File: src/rtl/bip_control_unit_if.sv
// Bus bundle between the BIP control unit and its program memory, data memory and datapath.
interface bip_control_unit_if #(
  parameter int unsigned PC_W = 11
);
  logic [15:0]     instr;
  logic            imem_rd;
  logic [PC_W-1:0] pc_addr;
  logic [10:0]     operand;
  logic            dmem_rd;
  logic            dmem_wr;
  logic [1:0]      set_a;
  logic            set_b;
  logic            op;
  logic            wr_acc;

  modport master (
    input  instr,
    output imem_rd, pc_addr, operand, dmem_rd, dmem_wr, set_a, set_b, op, wr_acc
  );

  modport slave (
    output instr,
    input  imem_rd, pc_addr, operand, dmem_rd, dmem_wr, set_a, set_b, op, wr_acc
  );
endinterface

File: src/rtl/bip_control_unit.sv
// BIP control unit: multicycle fetch/decode/execute sequencer driving the accumulator datapath.
// Strobes and selects are decoded combinationally from state so an async reset removes them at once.
module bip_control_unit #(
  parameter int unsigned PC_W  = 11,
  parameter int unsigned RET_W = 16
) (
  input  logic               clk,
  input  logic               reset,
  input  logic               start,
  bip_control_unit_if.master bus,
  output logic               busy,
  output logic               halted,
  output logic [RET_W-1:0]   retired
);

  localparam int unsigned OPC_W = 5;

  localparam logic [OPC_W-1:0] OPC_HLT  = 5'b00000;
  localparam logic [OPC_W-1:0] OPC_STO  = 5'b00001;
  localparam logic [OPC_W-1:0] OPC_LD   = 5'b00010;
  localparam logic [OPC_W-1:0] OPC_LDI  = 5'b00011;
  localparam logic [OPC_W-1:0] OPC_ADD  = 5'b00100;
  localparam logic [OPC_W-1:0] OPC_ADDI = 5'b00101;
  localparam logic [OPC_W-1:0] OPC_SUB  = 5'b00110;
  localparam logic [OPC_W-1:0] OPC_SUBI = 5'b00111;

  typedef enum logic [2:0] {
    S_IDLE,
    S_FETCH,
    S_DECODE,
    S_EXEC,
    S_HALT
  } state_t;

  state_t           state;
  state_t           state_nxt;
  logic [PC_W-1:0]  pc;
  logic [15:0]      ir;
  logic [OPC_W-1:0] opc;
  logic             retire;

  // Fresh instruction word is only on the bus during DECODE; EXEC works from the latched copy.
  assign opc         = (state == S_DECODE) ? bus.instr[15:11] : ir[15:11];
  assign bus.pc_addr = pc;

  always_ff @(posedge clk or posedge reset) begin
    if (reset) state <= S_IDLE;
    else       state <= state_nxt;
  end

  always_comb begin
    state_nxt = state;
    case (state)
      S_IDLE:   if (start) state_nxt = S_FETCH;
      S_FETCH:  state_nxt = S_DECODE;
      S_DECODE: begin
        case (opc)
          OPC_HLT:                 state_nxt = S_HALT;
          OPC_LD, OPC_ADD, OPC_SUB: state_nxt = S_EXEC;
          default:                 state_nxt = S_FETCH;
        endcase
      end
      S_EXEC:   state_nxt = S_FETCH;
      S_HALT:   if (start) state_nxt = S_FETCH;
      default:  state_nxt = S_IDLE;
    endcase
  end

  always_comb begin
    bus.imem_rd = 1'b0;
    bus.dmem_rd = 1'b0;
    bus.dmem_wr = 1'b0;
    bus.set_a   = 2'b00;
    bus.set_b   = 1'b0;
    bus.op      = 1'b0;
    bus.wr_acc  = 1'b0;
    bus.operand = ir[10:0];
    retire      = 1'b0;
    busy        = (state == S_FETCH) || (state == S_DECODE) || (state == S_EXEC);
    halted      = (state == S_HALT);
    case (state)
      S_FETCH: bus.imem_rd = 1'b1;
      S_DECODE: begin
        bus.operand = bus.instr[10:0];
        case (opc)
          OPC_HLT: begin
          end
          OPC_STO: begin
            bus.dmem_wr = 1'b1;
            retire      = 1'b1;
          end
          OPC_LD, OPC_ADD, OPC_SUB: bus.dmem_rd = 1'b1;
          OPC_LDI: begin
            bus.set_a  = 2'b01;
            bus.wr_acc = 1'b1;
            retire     = 1'b1;
          end
          OPC_ADDI: begin
            bus.set_a  = 2'b10;
            bus.set_b  = 1'b1;
            bus.op     = 1'b1;
            bus.wr_acc = 1'b1;
            retire     = 1'b1;
          end
          OPC_SUBI: begin
            bus.set_a  = 2'b10;
            bus.set_b  = 1'b1;
            bus.wr_acc = 1'b1;
            retire     = 1'b1;
          end
          default: retire = 1'b1;
        endcase
      end
      S_EXEC: begin
        bus.wr_acc = 1'b1;
        retire     = 1'b1;
        case (opc)
          OPC_ADD: begin
            bus.set_a = 2'b10;
            bus.op    = 1'b1;
          end
          OPC_SUB: bus.set_a = 2'b10;
          default: begin
          end
        endcase
      end
      default: begin
      end
    endcase
  end

  // Restart from HALT rewinds the program; retired count saturates instead of wrapping.
  always_ff @(posedge clk or posedge reset) begin
    if (reset) begin
      pc      <= '0;
      ir      <= '0;
      retired <= '0;
    end else begin
      if (state == S_DECODE) ir <= bus.instr;
      if ((state == S_HALT) && start) begin
        pc      <= '0;
        retired <= '0;
      end else if (retire) begin
        pc <= pc + PC_W'(1);
        if (retired != {RET_W{1'b1}}) retired <= retired + RET_W'(1);
      end
    end
  end

endmodule
File: src/flat_wrapper.sv
// flat-port wrapper written by rule: the top's interface ports become plain ports
module bip_control_unit_flat 
#(
  parameter int unsigned PC_W  = 11,
  parameter int unsigned RET_W = 16
)
  (clk, reset, start, busy, halted, retired, bus_instr, bus_imem_rd, bus_pc_addr, bus_operand, bus_dmem_rd, bus_dmem_wr, bus_set_a, bus_set_b, bus_op, bus_wr_acc);
  bip_control_unit_if #(.PC_W(PC_W)) bus_i ();
  input  logic clk;
  input  logic reset;
  input  logic start;
  output logic busy;
  output logic halted;
  output logic [RET_W-1:0] retired;
  input wire logic [$bits(bus_i.instr)-1:0] bus_instr;
  output wire logic [$bits(bus_i.imem_rd)-1:0] bus_imem_rd;
  output wire logic [$bits(bus_i.pc_addr)-1:0] bus_pc_addr;
  output wire logic [$bits(bus_i.operand)-1:0] bus_operand;
  output wire logic [$bits(bus_i.dmem_rd)-1:0] bus_dmem_rd;
  output wire logic [$bits(bus_i.dmem_wr)-1:0] bus_dmem_wr;
  output wire logic [$bits(bus_i.set_a)-1:0] bus_set_a;
  output wire logic [$bits(bus_i.set_b)-1:0] bus_set_b;
  output wire logic [$bits(bus_i.op)-1:0] bus_op;
  output wire logic [$bits(bus_i.wr_acc)-1:0] bus_wr_acc;
  assign bus_i.instr = bus_instr;
  assign bus_imem_rd = bus_i.imem_rd;
  assign bus_pc_addr = bus_i.pc_addr;
  assign bus_operand = bus_i.operand;
  assign bus_dmem_rd = bus_i.dmem_rd;
  assign bus_dmem_wr = bus_i.dmem_wr;
  assign bus_set_a = bus_i.set_a;
  assign bus_set_b = bus_i.set_b;
  assign bus_op = bus_i.op;
  assign bus_wr_acc = bus_i.wr_acc;
  bip_control_unit #(.PC_W(PC_W), .RET_W(RET_W)) u_core (.clk(clk), .reset(reset), .start(start), .bus(bus_i), .busy(busy), .halted(halted), .retired(retired));
endmodule
File: config.mk
export PLATFORM = sky130hd
export DESIGN_NAME = bip_control_unit_flat
export DESIGN_NICKNAME = d
export VERILOG_FILES = /design/src/rtl/bip_control_unit_if.sv /design/src/rtl/bip_control_unit.sv /design/src/flat_wrapper.sv
export SDC_FILE = /design/constraint.sdc
export NUM_CORES = 1
export LEC_CHECK = 0
export ABC_AREA = 1
export CAP_MARGIN = 20
export CORE_ASPECT_RATIO = 1.1
export CORE_MARGIN = 1
export CORE_UTILIZATION = 45
export CTS_BUF_LIST = sky130_fd_sc_hd__clkbuf_8 sky130_fd_sc_hd__clkbuf_16
export DETAILED_ROUTE_END_ITERATION = 8
export GPL_ROUTABILITY_DRIVEN = 0
export HOLD_SLACK_MARGIN = 0.12
export PLACE_DENSITY_LB_ADDON = 0.3
export SLEW_MARGIN = 30
export SYNTH_ARGS = -nofsm -noshare
export SYNTH_HDL_FRONTEND = slang
export SYNTH_SLANG_ARGS = --single-unit
File: constraint.sdc
create_clock -name clk -period 2.25 [get_ports clk]
set_input_delay 0.225 -clock clk [delete_from_list [all_inputs] [get_ports clk]]
set_output_delay 0.225 -clock clk [all_outputs]
set_load 0.05 [all_outputs]
==> flow_metrics.tcl <==
set metrics [dict create \
    syn_nets 400 \
    endpoint "bus_wr_acc" \
    synth_seq_area_share_pct 42.7 \
    antenna_cells 0 \
    synthSimpleGateAreaFrac_pct 40.3 \
    finalSetupViolations 0 \
    cts_tree "built" \
    via_count 2772 \
    coreArea_um2 5770 \
    grt-ovfl-total 0 \
    viasPerCell 5.24 \
    p_per_area_nw_per_um2 1330 \
    wire_per_inst_um 13.3 \
    pre_cts_slack_ns 0.228 \
    fin_crit_ns 2.20 \
    r2r-end "u_core.retired[3]" \
    final_cells 529 \
    synthMuxAreaShare_pct 0 \
    grt_antenna_before_repair 0 \
    port_buffers 66 \
    hold_violations 0 \
    dieArea_um2 6310 \
    synth_top_family_by_area "simple AND/OR/NAND/NOR gates" \
    synth_area_um2 2700 \
    place_inst 517 \
    root_buffer "clkbuf_8" \
    hp-class "input port to asynchronous set/reset pin" \
    syn_inst 379 \
    cts.clk_slew.worst_paths_ns 0.10 \
    grt_start_max_net_pins 47 \
    status "completed" \
    rsz0062_at_grt "yes" \
    finalCritPeriodShare_pct 97.6 \
    dp.final_hpwl_mm 4.93 \
    start_kind "flop" \
    mostFrequentLayoutCells "114 x nand2_1, 53 x nand3_1, 47 x clkdlybuf4s50_1, 44 x dfrtp_1, 39 x nor2_1" \
    io_pins 67 \
    yosys.area_share.adder_pct 0.927 \
    reg2reg_from "u_core.state[0]" \
    reg2reg_depth 11 \
    drv_cap 0 \
    dieWidth_um 75.8 \
    synth_cell_types 30 \
    final_common_cell "nand2_1" \
    syn_to_final_growth_pct 35.8 \
    track_usage_pct 23.7 \
    grt_pass1_wl_mm 11.8 \
    ant_nets 0 \
    drcViolationCount 0 \
    finalClockSkew_ns 0.0132 \
    start_util_pct 46.8 \
    wirelength_mm 7.03 \
    clk-insertion-delay-late_ns 0.31 \
    cts_hold_buf 0 \
    worstPathRequired_ns 2.03 \
    clock_sinks 46 \
    max_slew_margin_pct 61.7 \
    drt_iter0_markers 172 \
    ir_drop_uv 863 \
    dr.pass1.iters 5 \
    placed_area_um2 3480 \
    synth-compound-area-share_pct 4.08 \
    r2r_setup_slack_ns 0.18 \
    drive_gt1_share_pct 15.0 \
    critPathArrivalTime_ns 1.97 \
    nNetsFinal 472 \
    tightest_slew_ns 0.575 \
    endpoint_kind "primary output" \
    numCtsBuffers 5 \
    cts_max_level 2 \
    drv_slew 0 \
    critical_path.max_fanout 6 \
    die-height_um 83.2 \
    cpMaxStageDelayCell "dfrtp_1" \
    synth_seq_cells 46 \
    clockBufferDepth 2 \
    max_freq_ghz 0.456 \
    max_stage_delay_ns 0.43 \
    fin_area_um2 3670 \
    synth_area_per_cell_um2 7.12 \
    setup.worst_path.start "u_core.state[2]" \
    grt_pass1_vias 2605 \
    layout_setup_ws_ns 0.0547 \
    leakage_nw 1.81 \
    ys.warnings.count 0 \
    rows 29 \
    synth-xor-area-share_pct 3.89 \
    crit_path_cell_trace "inv_2, nand3_2, o21ai_2, nand4_1, a21oi_2, buf_12" \
    path_class "flop to primary output" \
]
power by group:
group          leakage, nW  switching [mW]  internal [mW]
clock               0.0585           0.296          0.333
sequential           0.592           0.244           1.10
combinational         1.16            1.99          0.916
total                 1.81            2.53           2.35
cells in the mapped netlist (all sizes together):
cell type | count | area share (%)
a21o | 2 | 0.56
a21oi | 4 | 0.74
a31o | 2 | 0.65
and3 | 1 | 0.23
buf | 7 | 1.4
clkbuf | 4 | 0.56
clkinv | 1 | 0.32
dfrtp | 46 | 43
ha | 2 | 0.93
inv | 42 | 5.8
nand2 | 119 | 17
nand3 | 55 | 11
nand3b | 1 | 0.28
nand4 | 16 | 3.9
nor2 | 46 | 7.0
nor3 | 6 | 1.1
o21ai | 9 | 1.7
o22ai | 2 | 0.46
or2 | 2 | 0.46
xnor2 | 1 | 0.32
xor2 | 11 | 3.6
per-layer routing:
layer  vias up  routed length, um  GRT usage (%)
li1       1359                  -              -
met1      1312               2980           31.8
met2        89               3570           38.1
met3        12                355           3.88
met4         0                117           7.91
met5         -                  0              0
kinds of logic (layout without fill, tap and decap cells):
family                   Yosys count  in the layout
AO/OA/AOI/OAI                     19             19
flip-flops                        46             46
buffers and inverters             54            127
XOR/XNOR                          12             12
AND/OR/NAND/NOR                  246            246
adder cells (fa/ha/maj)            2              2
flip-flops by register name, indices dropped and copies added (netlist names):
name                flops
u_core.ir              16
u_core.state            3
u_core.bus.pc_addr     11
u_core.retired         16
per-stage QoR:
step	power (mW)	hold WS (ns)	TNS (ns)	utilization (%)
2_1_floorplan	3.26	0.334	0	-
3_5_place_dp	4.10	0.463	0	60.3
4_1_cts	4.76	0.386	0	62.5
3_3_place_gp	4.05	0.461	0	60.3
5_1_grt	5.17	0.434	-0.0438	63.5
6_report	4.87	0.356	0	63.5
worst min-delay path by stage:
stage / from / to / cells past startpoint
after global routing: reset / u_core.ir[0] / 3
after CTS: reset / u_core.ir[3] / 3
after detailed placement: u_core.ir[4] / u_core.ir[4] / 2
final: reset / u_core.ir[3] / 3
after floorplan: start / u_core.state[2] / 1
after global placement: u_core.ir[3] / u_core.ir[3] / 2
final cells by class:
| cell class | instances | area [um2] |
|---|---|---|
| clock buffers | 5 | 68.8 |
| well taps | 77 | 96.3 |
| clock inverters | 3 | 43.8 |
| flip-flops and latches | 46 | 1150 |
| fillers | 487 | 2100 |
| repair buffers | 76 | 763 |
| inverters | 43 | 166 |
| multi-input cells | 279 | 1370 |
critical path: cells and delay by family, from the launching register on:
| kind | cells | cell delay [ns] |
|---|---|---|
| AOI/OAI and AO/OA | 2 | 0.57 |
| buffers and inverters | 2 | 0.28 |
| DFF | 1 | 0.43 |
| and+or+nand+nor | 2 | 0.38 |
what timing repair did:
item / in CTS / in global routing
endpoints found under the hold margin: 0 / 0
setup endpoints to repair: 4 / 6
resized for setup: 6 / 13
buffers inserted: 0 / 4
pin swaps: 2 / 8
No activity file was read; power rests on OpenSTA's default activity.
